### config.mk
export PLATFORM = sky130hd
export DESIGN_NAME = sw_score_hub_flat
export DESIGN_NICKNAME = d
export VERILOG_FILES = /design/src/rtl/sw_score_hub_if.sv /design/src/rtl/sw_score_hub.sv /design/src/flat_wrapper.sv
export SDC_FILE = /design/constraint.sdc
export NUM_CORES = 1
export LEC_CHECK = 0
export BUFFER_PORTS_ARGS = -buffer_cell sky130_fd_sc_hd__buf_2
export CORE_AREA = 2 2 232 120
export DETAILED_ROUTE_END_ITERATION = 8
export DIE_AREA = 0 0 234 122
export PLACE_DENSITY = 0.72
export SLEW_MARGIN = 20
export SYNTH_ARGS = -nofsm -noshare
export SYNTH_HDL_FRONTEND = slang
export SYNTH_SLANG_ARGS = --single-unit
### constraint.sdc
create_clock -name clk -period 3.2 [get_ports clk]
set_clock_uncertainty 0.05 [all_clocks]
set_input_delay 0.64 -clock clk [delete_from_list [all_inputs] [get_ports clk]]
set_output_delay 0.64 -clock clk [all_outputs]
set_load 0.05 [all_outputs]
### src/rtl/sw_score_hub_if.sv
// Channel-side score handshake plus host-side stream FIFO signals for sw_score_hub.
// The master drives channel scores and host read/open strobes; the hub is the slave.
interface sw_score_hub_if #(
   parameter int NUM_CH  = 4,
   parameter int SCORE_W = 16
);
   logic [NUM_CH-1:0]         ch_valid;
   logic [NUM_CH*SCORE_W-1:0] ch_score;
   logic [NUM_CH-1:0]         ch_last;
   logic [NUM_CH-1:0]         ch_ready;
   logic                      user_r_stream_score_out_rden;
   logic                      user_r_stream_score_out_empty;
   logic [31:0]               user_r_stream_score_out_data;
   logic                      user_r_stream_score_out_eof;
   logic                      user_r_stream_score_out_open;

   modport master (
      output ch_valid, ch_score, ch_last,
      output user_r_stream_score_out_rden, user_r_stream_score_out_open,
      input  ch_ready,
      input  user_r_stream_score_out_empty, user_r_stream_score_out_data,
      input  user_r_stream_score_out_eof
   );

   modport slave (
      input  ch_valid, ch_score, ch_last,
      input  user_r_stream_score_out_rden, user_r_stream_score_out_open,
      output ch_ready,
      output user_r_stream_score_out_empty, user_r_stream_score_out_data,
      output user_r_stream_score_out_eof
   );
endinterface

### src/rtl/sw_score_hub.sv
// Round-robin merge of NUM_CH score channels into a 32-bit host read FIFO with end-of-stream.
// Optional macro SW_SCORE_HUB_COUNT_EN adds a trailer word carrying the accepted-score count.
module sw_score_hub #(
   parameter int NUM_CH  = 4,
   parameter int SCORE_W = 16,
   parameter int DEPTH   = 16
) (
   input  logic          clk,
   input  logic          rst,
   sw_score_hub_if.slave bus
);
   localparam int PTR_W = (NUM_CH > 1) ? $clog2(NUM_CH) : 1;
   localparam int AW    = $clog2(DEPTH);
   localparam int CW    = AW + 1;

`ifdef SW_SCORE_HUB_COUNT_EN
   typedef enum logic [1:0] {S_COLLECT, S_DRAIN, S_TRAILER, S_EOF} state_t;
`else
   typedef enum logic [1:0] {S_COLLECT, S_DRAIN, S_EOF} state_t;
`endif

   state_t             state_q, state_d;
   logic [PTR_W-1:0]   ptr_q, ptr_d;
   logic [NUM_CH-1:0]  done_q, done_d;
   logic [AW-1:0]      wr_ptr_q, wr_ptr_d, rd_ptr_q, rd_ptr_d;
   logic [CW-1:0]      fill_q, fill_d;
   logic [31:0]        data_q, data_d;
   logic               open_q, open_d;
   logic [31:0]        mem_q [DEPTH];

   logic               flush, full, empty, gnt_vld, accept, push, pop;
   logic [PTR_W:0]     pick;
   logic [PTR_W-1:0]   gnt_idx;
   logic [NUM_CH-1:0]  gnt_onehot;
   logic [SCORE_W-1:0] gnt_score;
   logic [31:0]        push_word;

`ifdef SW_SCORE_HUB_COUNT_EN
   logic [23:0]        cnt_q, cnt_d;

   function automatic logic [23:0] sat_inc(input logic [23:0] v);
      return (v == 24'hFFFFFF) ? v : v + 24'd1;
   endfunction
`endif

   // First eligible channel at or after ptr (mod NUM_CH); MSB of the result flags a grant.
   function automatic logic [PTR_W:0] rr_pick(input logic [PTR_W-1:0] ptr,
                                              input logic [NUM_CH-1:0] elig);
      logic [PTR_W:0] res;
      int             idx;
      res = '0;
      for (int k = NUM_CH - 1; k >= 0; k--) begin
         idx = (int'(ptr) + k) % NUM_CH;
         if (elig[idx]) res = {1'b1, PTR_W'(idx)};
      end
      return res;
   endfunction

   always_comb begin
      flush      = open_q & ~bus.user_r_stream_score_out_open;
      full       = (fill_q == CW'(DEPTH));
      empty      = (fill_q == '0);
      pick       = rr_pick(ptr_q, bus.ch_valid & ~done_q);
      gnt_vld    = pick[PTR_W];
      gnt_idx    = pick[PTR_W-1:0];
      accept     = gnt_vld & ~full & ~flush & ~rst & (state_q == S_COLLECT);
      gnt_onehot = '0;
      gnt_onehot[gnt_idx] = 1'b1;
      gnt_score  = bus.ch_score[int'(gnt_idx)*SCORE_W +: SCORE_W];
      push_word  = {bus.ch_last[gnt_idx], 3'(gnt_idx), 4'h0, 24'(gnt_score)};
      push       = accept;
`ifdef SW_SCORE_HUB_COUNT_EN
      cnt_d      = accept ? sat_inc(cnt_q) : cnt_q;
      if ((state_q == S_TRAILER) && !full && !flush) begin
         push      = 1'b1;
         push_word = {1'b1, 3'b000, 4'hF, cnt_q};
      end
`endif
      pop        = bus.user_r_stream_score_out_rden & ~empty & ~flush;

      wr_ptr_d   = push ? wr_ptr_q + AW'(1) : wr_ptr_q;
      rd_ptr_d   = pop  ? rd_ptr_q + AW'(1) : rd_ptr_q;
      fill_d     = fill_q + CW'(push) - CW'(pop);
      data_d     = pop ? mem_q[rd_ptr_q] : data_q;
      done_d     = done_q | ((accept & bus.ch_last[gnt_idx]) ? gnt_onehot : '0);
      ptr_d      = accept ? PTR_W'((int'(gnt_idx) + 1) % NUM_CH) : ptr_q;
      open_d     = bus.user_r_stream_score_out_open;

      state_d = state_q;
      unique case (state_q)
         S_COLLECT: if (&done_q) state_d = S_DRAIN;
`ifdef SW_SCORE_HUB_COUNT_EN
         S_DRAIN:   if (empty) state_d = S_TRAILER;
         S_TRAILER: state_d = S_EOF;
`else
         S_DRAIN:   if (empty) state_d = S_EOF;
`endif
         S_EOF:     state_d = S_EOF;
         default:   state_d = S_COLLECT;
      endcase

      // Host closing the file behaves like a reset of the stream.
      if (flush) begin
         state_d  = S_COLLECT;
         ptr_d    = '0;
         done_d   = '0;
         wr_ptr_d = '0;
         rd_ptr_d = '0;
         fill_d   = '0;
         data_d   = '0;
`ifdef SW_SCORE_HUB_COUNT_EN
         cnt_d    = '0;
`endif
      end
   end

   always_ff @(posedge clk) begin
      if (rst) begin
         state_q  <= S_COLLECT;
         ptr_q    <= '0;
         done_q   <= '0;
         wr_ptr_q <= '0;
         rd_ptr_q <= '0;
         fill_q   <= '0;
         data_q   <= '0;
         open_q   <= 1'b0;
`ifdef SW_SCORE_HUB_COUNT_EN
         cnt_q    <= '0;
`endif
      end else begin
         state_q  <= state_d;
         ptr_q    <= ptr_d;
         done_q   <= done_d;
         wr_ptr_q <= wr_ptr_d;
         rd_ptr_q <= rd_ptr_d;
         fill_q   <= fill_d;
         data_q   <= data_d;
         open_q   <= open_d;
`ifdef SW_SCORE_HUB_COUNT_EN
         cnt_q    <= cnt_d;
`endif
      end
   end

   always_ff @(posedge clk) begin
      if (push) mem_q[wr_ptr_q] <= push_word;
   end

   assign bus.ch_ready                      = accept ? gnt_onehot : '0;
   assign bus.user_r_stream_score_out_empty = empty;
   assign bus.user_r_stream_score_out_data  = data_q;
   assign bus.user_r_stream_score_out_eof   = (state_q == S_EOF) & empty;
endmodule

### src/flat_wrapper.sv
// flat-port wrapper written by rule: the top's interface ports become plain ports
module sw_score_hub_flat 
#(
   parameter int NUM_CH  = 4,
   parameter int SCORE_W = 16,
   parameter int DEPTH   = 16
)
  (clk, rst, bus_ch_valid, bus_ch_score, bus_ch_last, bus_user_r_stream_score_out_rden, bus_user_r_stream_score_out_open, bus_ch_ready, bus_user_r_stream_score_out_empty, bus_user_r_stream_score_out_data, bus_user_r_stream_score_out_eof);
  sw_score_hub_if #(.NUM_CH(NUM_CH), .SCORE_W(SCORE_W)) bus_i ();
  input  logic clk;
  input  logic rst;
  input wire logic [$bits(bus_i.ch_valid)-1:0] bus_ch_valid;
  input wire logic [$bits(bus_i.ch_score)-1:0] bus_ch_score;
  input wire logic [$bits(bus_i.ch_last)-1:0] bus_ch_last;
  input wire logic [$bits(bus_i.user_r_stream_score_out_rden)-1:0] bus_user_r_stream_score_out_rden;
  input wire logic [$bits(bus_i.user_r_stream_score_out_open)-1:0] bus_user_r_stream_score_out_open;
  output wire logic [$bits(bus_i.ch_ready)-1:0] bus_ch_ready;
  output wire logic [$bits(bus_i.user_r_stream_score_out_empty)-1:0] bus_user_r_stream_score_out_empty;
  output wire logic [$bits(bus_i.user_r_stream_score_out_data)-1:0] bus_user_r_stream_score_out_data;
  output wire logic [$bits(bus_i.user_r_stream_score_out_eof)-1:0] bus_user_r_stream_score_out_eof;
  assign bus_i.ch_valid = bus_ch_valid;
  assign bus_i.ch_score = bus_ch_score;
  assign bus_i.ch_last = bus_ch_last;
  assign bus_i.user_r_stream_score_out_rden = bus_user_r_stream_score_out_rden;
  assign bus_i.user_r_stream_score_out_open = bus_user_r_stream_score_out_open;
  assign bus_ch_ready = bus_i.ch_ready;
  assign bus_user_r_stream_score_out_empty = bus_i.user_r_stream_score_out_empty;
  assign bus_user_r_stream_score_out_data = bus_i.user_r_stream_score_out_data;
  assign bus_user_r_stream_score_out_eof = bus_i.user_r_stream_score_out_eof;
  sw_score_hub #(.NUM_CH(NUM_CH), .SCORE_W(SCORE_W), .DEPTH(DEPTH)) u_core (.clk(clk), .rst(rst), .bus(bus_i));
endmodule
==> impl_results.html, run 1 <==
<table>
<tr><th>Metric</th><th>Value</th></tr>
<tr><th colspan="2">Power</th></tr>
<tr><td>Cell Pwr Density</td><td>around 810 nW/µm²</td></tr>
<tr><td>Overall power after layout</td><td>13.3 mW</td></tr>
<tr><td>Reported leakage power</td><td>~5.5 nW</td></tr>
<tr><td>Worst-case vdd ir drop</td><td>just under 0.4 mV</td></tr>
<tr><th colspan="2">Timing</th></tr>
<tr><td>Share of the clock period used by the worst path</td><td>96.5%</td></tr>
<tr><td>Final worst path period need</td><td>slightly above 3 ns</td></tr>
<tr><td>Final WS setup</td><td>0.112 ns</td></tr>
<tr><td>F_max</td><td>about 320 MHz</td></tr>
<tr><td>Max transition margin</td><td>around 33%</td></tr>
<tr><td>Final number of hold-violating endpoints</td><td>0</td></tr>
<tr><td>Tightest hold margin</td><td>around 0.27 ns</td></tr>
<tr><td>Worst Max-Slew Pin Slew</td><td>1.00 ns</td></tr>
<tr><td>Max Transition Viols Final</td><td>0</td></tr>
<tr><td>Setup-failing EPs final</td><td>0</td></tr>
<tr><th colspan="2">Routing</th></tr>
<tr><td>Total wire length after detailed routing</td><td>around 33,000 µm</td></tr>
<tr><td>Total number of vias</td><td>approximately 7,500</td></tr>
<tr><td>Top metal layer carrying routed signals</td><td>met4</td></tr>
<tr><td>Average wire length per cell after detail routing</td><td>~27 µm</td></tr>
<tr><td>DR vias/cell</td><td>approximately 6.1</td></tr>
<tr><td>Residual antenna-violating net count after detailed routing</td><td>0</td></tr>
<tr><td>Detailed-router iteration count before antenna repair</td><td>5</td></tr>
<tr><td>Drt drc</td><td>0</td></tr>
<tr><td>Routed length on met2</td><td>around 15,000 µm</td></tr>
<tr><td>DRC violation total after the first TritonRoute iteration</td><td>896</td></tr>
<tr><td>DR WL met3</td><td>between 2000 and 3000 µm</td></tr>
<tr><td>WL met1</td><td>approximately 14,000 µm</td></tr>
<tr><th colspan="2">Cells and area</th></tr>
<tr><td>Most frequent cells in the layout</td><td>edfxtp_1 (304), buf_2 (96), mux4_2 (94)</td></tr>
<tr><td>Share of cells above drive strength 1</td><td>between 30 and 40%</td></tr>
<tr><td>Most frequent standard cell in the layout excluding fill and tap cells</td><td>edfxtp_1</td></tr>
<tr><td>Count of antenna diodes in the layout</td><td>0</td></tr>
<tr><td>NumNets Final</td><td>947</td></tr>
<tr><td>Area growth from synthesis to final layout</td><td>16.6%</td></tr>
<tr><th colspan="2">Floorplan</th></tr>
<tr><td>Die Outline Area</td><td>28,500 µm²</td></tr>
<tr><td>Initial core utilization</td><td>52.6%</td></tr>
<tr><td>Die Wd</td><td>between 200 and 250 µm</td></tr>
<tr><td>Core Area</td><td>between 20,000 and 30,000 µm²</td></tr>
<tr><td>Row count</td><td>43</td></tr>
<tr><td>Count of pins on the block boundary</td><td>roughly 110</td></tr>
<tr><td>Die Height</td><td>~120 µm</td></tr>
<tr><th colspan="2">Global route</th></tr>
<tr><td>Initial antenna violation count</td><td>0</td></tr>
<tr><td>Total grt overflow</td><td>0</td></tr>
<tr><td>First-pass GRT wire length</td><td>between 40,000 and 50,000 µm</td></tr>
<tr><td>Vias in the first global route</td><td>~7,600</td></tr>
<tr><td>Largest net degree at the start of global routing</td><td>80</td></tr>
<tr><td>GRT Resource Usage Total</td><td>about a quarter</td></tr>
<tr><th colspan="2">Setup path</th></tr>
<tr><td>Worst-path maximum fanout</td><td>12</td></tr>
<tr><td>Arrival time at the worst endpoint</td><td>~2.4 ns</td></tr>
<tr><td>R2r worst-path depth</td><td>10</td></tr>
<tr><td>Critical Path Sink Type</td><td>primary output</td></tr>
<tr><td>Required time of the critical path</td><td>about 2.5 ns</td></tr>
<tr><td>Category of the worst setup path launch point</td><td>flip-flop</td></tr>
<tr><td>Worst setup path category</td><td>flip-flop to primary output</td></tr>
<tr><th colspan="2">Clock network</th></tr>
<tr><td>Maximum level of the CTS H-tree</td><td>1</td></tr>
<tr><td>Clock buffer depth</td><td>3</td></tr>
<tr><td>Root cell of the clock tree</td><td>clkbuf_16</td></tr>
<tr><td>Skew-Pair Late Insertion Delay</td><td>around 0.57 ns</td></tr>
<tr><td>Clock sink count</td><td>345</td></tr>
<tr><td>Total of hold buffers inserted after clock tree synthesis</td><td>0</td></tr>
<tr><td>Clock tree from TritonCTS</td><td>built</td></tr>
<tr><td>Number of buffers added by the clock tree synthesis step</td><td>29</td></tr>
<tr><td>Clock edge transition at the registers on the reported setup and hold paths</td><td>around 0.07 ns</td></tr>
<tr><th colspan="2">Placed design</th></tr>
<tr><td>Final RePlAce weighted congestion</td><td>between 0.9 and 1</td></tr>
<tr><td>DP HPWL</td><td>19,900 µm</td></tr>
<tr><td>Number of buffer cells added on primary ports</td><td>100</td></tr>
<tr><td>Post-place setup slack</td><td>-0.150 ns</td></tr>
<tr><th colspan="2">Hold path</th></tr>
<tr><td>Hold Path Class</td><td>input port to flip-flop</td></tr>
<tr><td>Hold depth</td><td>2</td></tr>
<tr><th colspan="2">Yosys</th></tr>
<tr><td>Count of synthesis-stage warnings from yosys</td><td>0</td></tr>
<tr><td>Mapped Area</td><td>roughly 14,000 µm²</td></tr>
<tr><td>Count of distinct cell types in the synthesized netlist</td><td>46</td></tr>
<tr><td>Number of flip-flops and latches in the synthesized netlist</td><td>between 300 and 400</td></tr>
<tr><td>Share of flip-flops with an asynchronous set or reset after synthesis</td><td>0%</td></tr>
<tr><td>Sequential cell area fraction in the yosys report</td><td>between 70% and 80%</td></tr>
<tr><td>Most used flip-flop cell after synthesis</td><td>edfxtp_1</td></tr>
<tr><td>Mapped Cells</td><td>between 700 and 800</td></tr>
<tr><td>Post-synth EDFFs</td><td>between 300 and 400</td></tr>
<tr><td>Post-synthesis area per instance</td><td>a little under 20 µm²</td></tr>
<tr><th colspan="2">Run</th></tr>
<tr><td>Maxcap violations</td><td>0</td></tr>
<tr><th colspan="2">Status</th></tr>
<tr><td>Status</td><td>finished clean</td></tr>
</table>
==> synth_stat cells, types with 2 or more instances <==
library cell    n  share of area [%]
o31ai_1         4               0.21
o221a_1        19                1.5
inv_1          19               0.51
and3_1          3               0.13
clkbuf_1       20               0.53
o221a_2         2               0.16
mux2i_1        50                3.5
nor2b_1         8               0.35
xnor2_1         3               0.19
buf_1           2              0.053
xor2_1          6               0.37
ha_1           18                1.6
mux4_2         94                 15
a21oi_1         7               0.25
and2_1          3               0.13
dfxtp_1        41                5.8
buf_2          12               0.43
o21ai_0         4               0.14
nand2b_1        6               0.27
edfxtp_1      304                 65
nor3_1          4               0.14
nor2_1         30               0.80
nand2_1        15               0.40
buf_4          13               0.69
nand4_1         2              0.089
nor3b_1         2               0.11
nand3_1         4               0.14
buf_12          3               0.43
==> stage by stage <==
step / cell area (µm²) / utilization, % / TNS (ns) / instances
2_1_floorplan: 14200 / - / 0 / 728
3_3_place_gp: 15300 / 57.1 / 0 / 1175
3_5_place_dp: 15300 / 57.2 / -12.30 / 1175
4_1_cts: 16300 / 60.8 / 0 / 1230
5_1_grt: 16500 / 61.3 / -0.0210 / 1235
6_report: 16500 / 61.3 / 0 / 1235
==> state kept, by name (all words and copies together) (netlist names) <==
| register | flops |
|---|---|
| u_core.mem_q | 304 |
| u_core.bus.user_r_stream_score_out_data | 19 |
| u_core.rd_ptr_q | 4 |
| u_core.ptr_q | 2 |
| u_core.fill_q | 5 |
| u_core.done_q | 4 |
| u_core.state_q | 2 |
| u_core.open_q | 1 |
| u_core.wr_ptr_q | 4 |
==> where the power goes <==
group          internal, mW  switching [mW]
Clock                  2.02            1.57
Sequential             5.70           0.210
Combinational          1.57            2.24
==> routing by layer <==
layer	GRT usage, %	vias up
met5	0	-
met4	3.92	0
met3	4.61	32
met2	36.2	366
met1	36.4	3944
li1	-	3163
==> path summary, 6_finish.rpt <==
check	startpoint	to	slack, ns
setup / recovery	u_core.fill_q[2]$_SDFF_PP0_	bus_ch_ready[3]	0.11
hold / removal	rst	u_core.open_q$_SDFF_PP0_	0.27
setup reg to reg	u_core.fill_q[2]$_SDFF_PP0_	u_core.mem_q[15][2]$_DFFE_PP_	0.20
hold reg to reg	u_core.done_q[3]$_SDFF_PP0_	u_core.done_q[3]$_SDFF_PP0_	0.47
==> area by class of cell <==
| type | count | area [µm²] |
|---|---|---|
| Fill cell | 1882 | 10400 |
| Sequential cell | 345 | 9960 |
| Multi-Input combinational cell | 313 | 4000 |
| Timing Repair Buffer | 144 | 1020 |
| Clock buffer | 38 | 769 |
| Tap cell | 360 | 450 |
| Clock inverter | 16 | 186 |
| Inverter | 19 | 71.3 |
==> repair_timing <==
item | 4_1_cts | 5_1_grt
buffers inserted | 1 | 4
endpoints found under the setup margin | 4 | 4
resized for setup | 3 | 11
pin swaps | 1 | 3
gates cloned | 0 | 1
==> cells by family (layout without fill, tap and decap cells) <==
| logic type | count (synthesis) | in the layout | synth area share [%] |
|---|---|---|---|
| DFF | 345 | 345 | 70.5 |
| muxes | 145 | 145 | 18.7 |
| and+or+nand+nor | 84 | 84 | 3.00 |
| buffers and inverters | 70 | 217 | 2.71 |
| AOI/OAI and AO/OA | 43 | 43 | 2.71 |
| adders and majority gates | 19 | 19 | 1.74 |
| xor gates and xnor gates | 9 | 9 | 0.559 |
| other | 1 | 13 | 0.0266 |
==> worst max-delay path, cell delays in order, from the launching register on <==
cell,delay (ns)
dfxtp_1,0.35
inv_1,0.07
ha_1,0.22
nor4bb_1,0.14
nor4b_2,0.34
and2_4,0.21
buf_6,0.15
nand2_1,0.10
inv_1,0.09
buf_4,0.20
(Power assumes the default switching activity.)
==> run 2, diff against run 1 <==
CORE_AREA = 2 2 220 114   (was 2 2 232 120)
DIE_AREA = 0 0 222 116   (was 0 0 234 122)
PLACE_DENSITY = 0.76   (was 0.72)
clock period = 3.25 ns   (was 3.2 ns; I/O delays follow)
==> run 2 against run 1 <==
Flip-flop and latch count did not move. Routed wire length fell by 3.0%. Critical path depth increased by 1. First-iteration DRC count grew 5.2%. Clock power decreased by 4%. Combinational power shrank 2%. Largest power group unchanged.
==> impl_results.html, run 2 (synthesized netlist as in run 1, its figures left out) <==
<table>
<tr><th>Metric</th><th>Value</th></tr>
<tr><th colspan="2">Hold path</th></tr>
<tr><td>WHS Endpoint</td><td>u_core.open_q$_SDFF_PP0_</td></tr>
<tr><td>Min-Delay Startpoint</td><td>rst</td></tr>
<tr><td>Hold depth</td><td>2</td></tr>
<tr><td>Hold Path Class</td><td>input port to flip-flop</td></tr>
<tr><th colspan="2">Timing</th></tr>
<tr><td>Max Transition Viols Final</td><td>0</td></tr>
<tr><td>Post-route setup TNS</td><td>0 ns</td></tr>
<tr><td>Max transition margin</td><td>between 30 and 40%</td></tr>
<tr><td>F_max</td><td>approximately 310 MHz</td></tr>
<tr><td>Worst Max-Slew Pin Slew</td><td>between 0.9 and 1 ns</td></tr>
<tr><td>Final number of hold-violating endpoints</td><td>0</td></tr>
<tr><td>Setup-failing EPs final</td><td>0</td></tr>
<tr><td>Final worst path period need</td><td>between 3 and 4 ns</td></tr>
<tr><td>Share of the clock period used by the worst path</td><td>98.0%</td></tr>
<tr><th colspan="2">Power</th></tr>
<tr><td>Share of total power consumed by net switching</td><td>approximately 30%</td></tr>
<tr><td>Internal power consumption</td><td>just over 9 mW</td></tr>
<tr><td>Overall power after layout</td><td>13.0 mW</td></tr>
<tr><td>Sequential group share of total power</td><td>44.9%</td></tr>
<tr><td>Worst-case vdd ir drop</td><td>0.466 mV</td></tr>
<tr><td>Net Sw Power</td><td>3.95 mW</td></tr>
<tr><td>Clk pwr share</td><td>between 20% and 30%</td></tr>
<tr><td>Reported leakage power</td><td>~5.6 nW</td></tr>
<tr><td>Cell Pwr Density</td><td>just under 800 nW/µm²</td></tr>
<tr><td>Logic pwr share</td><td>approximately 28%</td></tr>
<tr><th colspan="2">Placed design</th></tr>
<tr><td>DP HPWL</td><td>approximately 20,000 µm</td></tr>
<tr><td>Placement-stage cell area</td><td>approximately 15,000 µm²</td></tr>
<tr><td>Final RePlAce weighted congestion</td><td>~0.77</td></tr>
<tr><td>Number of buffer cells added on primary ports</td><td>100</td></tr>
<tr><th colspan="2">Cells and area</th></tr>
<tr><td>Register bank with the most flops</td><td>u_core.mem_q</td></tr>
<tr><td>Number of flip-flops under the largest register name</td><td>slightly above 300</td></tr>
<tr><td>Share of cells above drive strength 1</td><td>between 30% and 40%</td></tr>
<tr><td>NumNets Final</td><td>between 900 and 1,000</td></tr>
<tr><td>Post-route cell area</td><td>16,400 µm²</td></tr>
<tr><td>Most frequent standard cell in the layout excluding fill and tap cells</td><td>edfxtp_1</td></tr>
<tr><td>Core occupancy in the finished layout</td><td>a little under 70%</td></tr>
<tr><td>Most frequent cells in the layout</td><td>edfxtp_1 (304), buf_2 (96), mux4_2 (94)</td></tr>
<tr><td>Area growth from synthesis to final layout</td><td>16.4%</td></tr>
<tr><td>Count of antenna diodes in the layout</td><td>0</td></tr>
<tr><th colspan="2">Global route</th></tr>
<tr><td>First-pass GRT wire length</td><td>between 40,000 and 50,000 µm</td></tr>
<tr><td>GRT Resource Usage Total</td><td>between 20 and 30%</td></tr>
<tr><td>Total grt overflow</td><td>0</td></tr>
<tr><td>Initial antenna violation count</td><td>0</td></tr>
<tr><td>Vias in the first global route</td><td>7,391</td></tr>
<tr><td>Largest net degree at the start of global routing</td><td>36</td></tr>
<tr><th colspan="2">Floorplan</th></tr>
<tr><td>Die Wd</td><td>between 200 and 250 µm</td></tr>
<tr><td>Row count</td><td>40</td></tr>
<tr><td>Die Outline Area</td><td>25,800 µm²</td></tr>
<tr><td>Count of pins on the block boundary</td><td>between 100 and 150</td></tr>
<tr><td>Die Height</td><td>116 µm</td></tr>
<tr><td>Core Area</td><td>23,700 µm²</td></tr>
<tr><td>Initial core utilization</td><td>approximately three fifths</td></tr>
<tr><th colspan="2">Setup path</th></tr>
<tr><td>Count of buffer and inverter cells on the critical path</td><td>5</td></tr>
<tr><td>Crit Reg-Reg Startpoint</td><td>u_core.fill_q[2]$_SDFF_PP0_</td></tr>
<tr><td>Delay contributed by the slowest stage of the critical path</td><td>~0.43 ns</td></tr>
<tr><td>Worst-path maximum fanout</td><td>13</td></tr>
<tr><td>Critical Path, Cell by Cell</td><td>nand2b_1 &gt; a311oi_1 &gt; buf_4 &gt; nor2_4 &gt; buf_4 &gt; inv_1 &gt; ha_1 &gt; nand2_1 &gt; inv_1 &gt; buf_6</td></tr>
<tr><td>Arrival time at the worst endpoint</td><td>around 2.5 ns</td></tr>
<tr><td>Reg2reg end</td><td>u_core.mem_q[0][6]$_DFFE_PP_</td></tr>
<tr><td>Category of the worst setup path launch point</td><td>flip-flop</td></tr>
<tr><td>Crit path max-delay cell type</td><td>dfxtp_1</td></tr>
<tr><td>Critical Path Sink Type</td><td>primary output</td></tr>
<tr><td>R2r worst-path depth</td><td>9</td></tr>
<tr><td>Worst setup path category</td><td>flip-flop to primary output</td></tr>
<tr><td>Register-to-register setup slack</td><td>between 0.15 and 0.2 ns</td></tr>
<tr><td>Dominant delay contributor by cell family on the critical path</td><td>buffers and inverters</td></tr>
<tr><td>Required time of the critical path</td><td>roughly 2.6 ns</td></tr>
<tr><th colspan="2">Clock network</th></tr>
<tr><td>Skew-Pair Late Insertion Delay</td><td>about 0.56 ns</td></tr>
<tr><td>Maximum level of the CTS H-tree</td><td>1</td></tr>
<tr><td>Clock tree from TritonCTS</td><td>built</td></tr>
<tr><td>Number of buffers added by the clock tree synthesis step</td><td>29</td></tr>
<tr><td>Root cell of the clock tree</td><td>clkbuf_16</td></tr>
<tr><td>Total of hold buffers inserted after clock tree synthesis</td><td>0</td></tr>
<tr><td>Clock sink count</td><td>~350</td></tr>
<tr><td>Clock buffer depth</td><td>3</td></tr>
<tr><td>Clock edge transition at the registers on the reported setup and hold paths</td><td>about 0.070 ns</td></tr>
<tr><th colspan="2">Routing</th></tr>
<tr><td>Total wire length after detailed routing</td><td>about 32,000 µm</td></tr>
<tr><td>DRC violation total after the first TritonRoute iteration</td><td>~940</td></tr>
<tr><td>Total number of vias</td><td>roughly 7,500</td></tr>
<tr><td>DR vias/cell</td><td>6.28</td></tr>
<tr><td>Detailed-router iteration count before antenna repair</td><td>6</td></tr>
<tr><td>Drt drc</td><td>0</td></tr>
<tr><td>Residual antenna-violating net count after detailed routing</td><td>0</td></tr>
<tr><td>Average wire length per cell after detail routing</td><td>around 27 µm</td></tr>
<tr><th colspan="2">Run</th></tr>
<tr><td>Maxcap violations</td><td>0</td></tr>
<tr><th colspan="2">Status</th></tr>
<tr><td>Status</td><td>finished clean</td></tr>
</table>
[run 2: cell count changes in the layout (fill, tap and decap cells not counted), sizes merged]
cell	before	now
clkinv	8	9
clkinvlp	3	2
buf	143	151
inv	20	19
bufinv	4	2
[run 2: area by class of cell]
class,instances,area (µm²)
Inverter,19,71.3
Tap cell,315,394
Clock inverter,13,118
Sequential cell,345,9960
Multi-Input combinational cell,313,4020
Timing Repair Buffer,151,1050
Clock buffer,39,823
Fill cell,1453,7240
[run 2: worst max path at each step]
stage,startpoint,endpoint,cells after the start
4_1_cts,u_core.fill_q[2]$_SDFF_PP0_,bus_ch_ready[2],9
6_report,u_core.done_q[1]$_SDFF_PP0_,bus_ch_ready[1],10
3_5_place_dp,bus_ch_valid[2],u_core.mem_q[0][1]$_DFFE_PP_,8
5_1_grt,u_core.fill_q[2]$_SDFF_PP0_,u_core.mem_q[0][1]$_DFFE_PP_,9
2_1_floorplan,u_core.fill_q[2]$_SDFF_PP0_,u_core.mem_q[3][0]$_DFFE_PP_,6
3_3_place_gp,bus_ch_valid[1],u_core.fill_q[4]$_SDFF_PP0_,12
[run 2: layer usage]
| layer | part of all wire (%) | up-vias | global-route usage, % |
|---|---|---|---|
| met2 | 46 | 368 | 39.8 |
| li1 | - | 3164 | - |
| met4 | 1.8 | 0 | 6.13 |
| met5 | 0 | - | 0 |
| met3 | 8.3 | 44 | 4.64 |
| met1 | 44 | 3928 | 38.9 |
[run 2: through the flow]
step           hold WS, ns  instances  setup WS, ns
2_1_floorplan        0.409        728         0.174
3_3_place_gp         0.442       1141         0.155
3_5_place_dp         0.469       1141       -0.0551
4_1_cts              0.254       1193       0.00350
5_1_grt              0.270       1195      -0.00513
6_report             0.269       1195        0.0664
[run 2: power groups by stage]
stage	Combinational, mW	Sequential [mW]	Clock (mW)
floorplan	2.36	6.05	0
global placement	3.43	5.93	0
detailed placement	3.57	5.95	0
CTS	3.60	5.86	3.50
global route	3.99	5.89	3.67
finish	3.72	5.86	3.46
[run 2: worst reg2reg max path, cell delays in order (launching register included)]
cell and delay [ns]:
dfxtp_2 0.33, inv_1 0.06, ha_1 0.22, nor4bb_4 0.17, nor4b_2 0.37, and2_4 0.25
buf_4 0.14, nand2_1 0.10, nor3_4 0.77, buf_4 0.31
[run 2: what timing repair did]
item                                    in CTS  in global routing
buffers inserted                             0                  2
endpoints found under the setup margin       4                  4
pin swaps                                    0                  2
resized for setup                            7                 15
==> run 3, diff against run 2 <==
CTS_CLUSTER_SIZE = 14   (was not set)
clock period = 3.2 ns   (was 3.25 ns; I/O delays follow)
==> run 3 against run 2 <==
Critical path depth fell by 1. Die area did not move. Non-clock buffer count did not move. Power rose by 2.4%. Via count rose by 1.4%. Global-route usage rose by 0.15 points. Largest power group unchanged. Count of clock-buffer cells in the layout rose by 13.
==> impl_results.html, run 3 (synthesized netlist as in run 1, its figures left out) <==
<table>
<tr><th>Metric</th><th>Value</th></tr>
<tr><th colspan="2">Floorplan</th></tr>
<tr><td>Core Area</td><td>around 24,000 µm²</td></tr>
<tr><td>Die Wd</td><td>about 220 µm</td></tr>
<tr><td>Count of pins on the block boundary</td><td>~110</td></tr>
<tr><td>Row count</td><td>40</td></tr>
<tr><td>Die Height</td><td>116 µm</td></tr>
<tr><td>Die Outline Area</td><td>25,800 µm²</td></tr>
<tr><td>Initial core utilization</td><td>between 50% and 60%</td></tr>
<tr><th colspan="2">Timing</th></tr>
<tr><td>Max Transition Viols Final</td><td>0</td></tr>
<tr><td>Final number of hold-violating endpoints</td><td>0</td></tr>
<tr><td>Worst Max-Slew Pin Slew</td><td>0.922 ns</td></tr>
<tr><td>Max transition margin</td><td>a little under two fifths</td></tr>
<tr><td>Setup-failing EPs final</td><td>0</td></tr>
<tr><td>Post-route setup TNS</td><td>0 ns</td></tr>
<tr><td>F_max</td><td>approximately 320 MHz</td></tr>
<tr><td>Tightest hold margin</td><td>between 0.2 and 0.3 ns</td></tr>
<tr><td>Share of the clock period used by the worst path</td><td>97.5%</td></tr>
<tr><td>Final WS setup</td><td>between 0.07 and 0.08 ns</td></tr>
<tr><td>RSZ-0062 raised after global routing</td><td>yes</td></tr>
<tr><td>Final worst path period need</td><td>~3.1 ns</td></tr>
<tr><th colspan="2">Placed design</th></tr>
<tr><td>Dpl cells</td><td>1,140</td></tr>
<tr><td>Post-place setup slack</td><td>around 0.010 ns</td></tr>
<tr><td>Number of buffer cells added on primary ports</td><td>100</td></tr>
<tr><td>Final RePlAce weighted congestion</td><td>between 0.7 and 0.8</td></tr>
<tr><td>DP HPWL</td><td>20,000 µm</td></tr>
<tr><th colspan="2">Setup path</th></tr>
<tr><td>Worst setup path category</td><td>flip-flop to primary output</td></tr>
<tr><td>Crit path max-delay cell type</td><td>nor4b_2</td></tr>
<tr><td>Worst-path maximum fanout</td><td>6</td></tr>
<tr><td>R2r worst-path depth</td><td>17</td></tr>
<tr><td>Critical Path, Cell by Cell</td><td>inv_1 &gt; ha_1 &gt; nor4bb_2 &gt; nor4b_2 &gt; and2_4 &gt; buf_6 &gt; nand2_1 &gt; inv_1 &gt; buf_6</td></tr>
<tr><td>Critical Path Sink Type</td><td>primary output</td></tr>
<tr><td>Number of stages on the worst setup path</td><td>9</td></tr>
<tr><td>Dominant delay contributor by cell family on the critical path</td><td>simple AND/OR/NAND/NOR gates</td></tr>
<tr><td>Required time of the critical path</td><td>about 2.5 ns</td></tr>
<tr><td>Delay contributed by the slowest stage of the critical path</td><td>roughly 0.36 ns</td></tr>
<tr><td>Count of buffer and inverter cells on the critical path</td><td>4</td></tr>
<tr><td>Arrival time at the worst endpoint</td><td>2.43 ns</td></tr>
<tr><td>Category of the worst setup path launch point</td><td>flip-flop</td></tr>
<tr><th colspan="2">Clock network</th></tr>
<tr><td>Clock edge transition at the registers on the reported setup and hold paths</td><td>approximately 0.060 ns</td></tr>
<tr><td>Skew-Pair Late Insertion Delay</td><td>0.57 ns</td></tr>
<tr><td>Number of buffers added by the clock tree synthesis step</td><td>30</td></tr>
<tr><td>Clock buffer depth</td><td>3</td></tr>
<tr><td>Root cell of the clock tree</td><td>clkbuf_16</td></tr>
<tr><td>Clock tree from TritonCTS</td><td>built</td></tr>
<tr><td>Maximum level of the CTS H-tree</td><td>1</td></tr>
<tr><td>Clock sink count</td><td>between 300 and 400</td></tr>
<tr><th colspan="2">Cells and area</th></tr>
<tr><td>Register bank with the most flops</td><td>u_core.mem_q</td></tr>
<tr><td>Most frequent cells in the layout</td><td>edfxtp_1 (304), buf_2 (96), mux4_2 (94)</td></tr>
<tr><td>NumNets Final</td><td>around 960</td></tr>
<tr><td>Core occupancy in the finished layout</td><td>a little over two thirds</td></tr>
<tr><td>Most frequent standard cell in the layout excluding fill and tap cells</td><td>edfxtp_1</td></tr>
<tr><td>Area growth from synthesis to final layout</td><td>16.8%</td></tr>
<tr><td>Final cell count without fillers</td><td>approximately 1,200</td></tr>
<tr><td>Count of antenna diodes in the layout</td><td>0</td></tr>
<tr><td>Share of cells above drive strength 1</td><td>about two fifths</td></tr>
<tr><td>Number of flip-flops under the largest register name</td><td>about 300</td></tr>
<tr><th colspan="2">Global route</th></tr>
<tr><td>Largest net degree at the start of global routing</td><td>80</td></tr>
<tr><td>Total grt overflow</td><td>0</td></tr>
<tr><td>Vias in the first global route</td><td>approximately 7,700</td></tr>
<tr><td>First-pass GRT wire length</td><td>approximately 48,000 µm</td></tr>
<tr><td>Initial antenna violation count</td><td>0</td></tr>
<tr><td>GRT Resource Usage Total</td><td>25.8%</td></tr>
<tr><th colspan="2">Run</th></tr>
<tr><td>Maxcap violations</td><td>0</td></tr>
<tr><th colspan="2">Hold path</th></tr>
<tr><td>Hold Path Class</td><td>input port to flip-flop</td></tr>
<tr><td>Hold depth</td><td>2</td></tr>
<tr><th colspan="2">Power</th></tr>
<tr><td>Share of total power consumed by net switching</td><td>between 30% and 40%</td></tr>
<tr><td>Worst-case vdd ir drop</td><td>about 0.42 mV</td></tr>
<tr><td>Cell Pwr Density</td><td>~810 nW/µm²</td></tr>
<tr><td>Sequential group share of total power</td><td>between 40% and 50%</td></tr>
<tr><td>Reported leakage power</td><td>roughly 5.6 nW</td></tr>
<tr><td>Net Sw Power</td><td>around 4.0 mW</td></tr>
<tr><td>Internal power consumption</td><td>a little over 9 mW</td></tr>
<tr><td>Clk pwr share</td><td>27.1%</td></tr>
<tr><td>Logic pwr share</td><td>around 28%</td></tr>
<tr><th colspan="2">Routing</th></tr>
<tr><td>Total number of vias</td><td>roughly 7,600</td></tr>
<tr><td>Average wire length per cell after detail routing</td><td>~27 µm</td></tr>
<tr><td>Detailed-router iteration count before antenna repair</td><td>6</td></tr>
<tr><td>Total wire length after detailed routing</td><td>32,200 µm</td></tr>
<tr><td>DRC violation total after the first TritonRoute iteration</td><td>approximately 990</td></tr>
<tr><td>Residual antenna-violating net count after detailed routing</td><td>0</td></tr>
<tr><td>Drt drc</td><td>0</td></tr>
<tr><td>DR vias/cell</td><td>6.35</td></tr>
<tr><th colspan="2">Status</th></tr>
<tr><td>Status</td><td>finished clean</td></tr>
</table>
run 3: metal layers:
layer / track usage (%) / vias to the layer above / wire length (µm)
met4: 5.77 / 0 / 669
met1: 37.4 / 3973 / 13700
met3: 5.55 / 62 / 2650
li1: - / 3175 / -
met5: 0 / - / 0
met2: 41.4 / 399 / 15200
run 3: timing repair:
| item | CTS | global route |
|---|---|---|
| hold buffers | 0 | 0 |
| setup buffers | 1 | 2 |
| gates resized for setup | 11 | 15 |
| setup endpoints to repair | 4 | 5 |
| pin swaps | 1 | 2 |
run 3: through the flow:
| step | area (µm²) | total power [mW] |
|---|---|---|
| after detailed placement | 15300 | 9.63 |
| after floorplan | 14200 | 8.54 |
| after global placement | 15300 | 9.45 |
| after CTS | 16400 | 13.3 |
| final | 16500 | 13.4 |
| after global routing | 16500 | 13.8 |
run 3: final timing paths:
path | slack, ns | endpoint | from
worst max register to register | 0.20 | u_core.fill_q[4]$_SDFF_PP0_ | u_core.fill_q[2]$_SDFF_PP0_
worst min register to register | 0.47 | u_core.done_q[1]$_SDFF_PP0_ | u_core.done_q[1]$_SDFF_PP0_
worst max-delay path | 0.08 | bus_ch_ready[2] | u_core.fill_q[2]$_SDFF_PP0_
worst min-delay path | 0.26 | u_core.open_q$_SDFF_PP0_ | rst
run 3: worst register-to-register path, stage by stage, from the launching register on:
cell     delay, ns
dfxtp_2       0.32
inv_1         0.07
ha_1          0.17
nor4b_4       0.19
buf_4         0.19
nor2b_2       0.06
nand2_1       0.14
inv_1         0.12
ha_1          0.30
inv_1         0.05
ha_1          0.20
inv_1         0.08
fa_1          0.23
inv_1         0.06
a21oi_1       0.14
nor2_1        0.06
or3_1         0.34
a21oi_1       0.15
run 3: power groups by stage:
stage	Clock (mW)	Sequential, mW	Combinational (mW)
after global routing	3.84	5.96	4.04
final	3.62	5.92	3.81
after CTS	3.67	5.93	3.66
after floorplan	0	6.14	2.40
after detailed placement	0	6.02	3.61
after global placement	0	6.00	3.45
run 3: layout make-up:
type	instances	area, µm²
sequential	345	9960
multi-input combinational	313	4010
inverter	19	71.3
tap	315	394
clock buffer	52	936
fill	1435	7200
clock inverter	4	43.8
timing repair buffer	151	1070
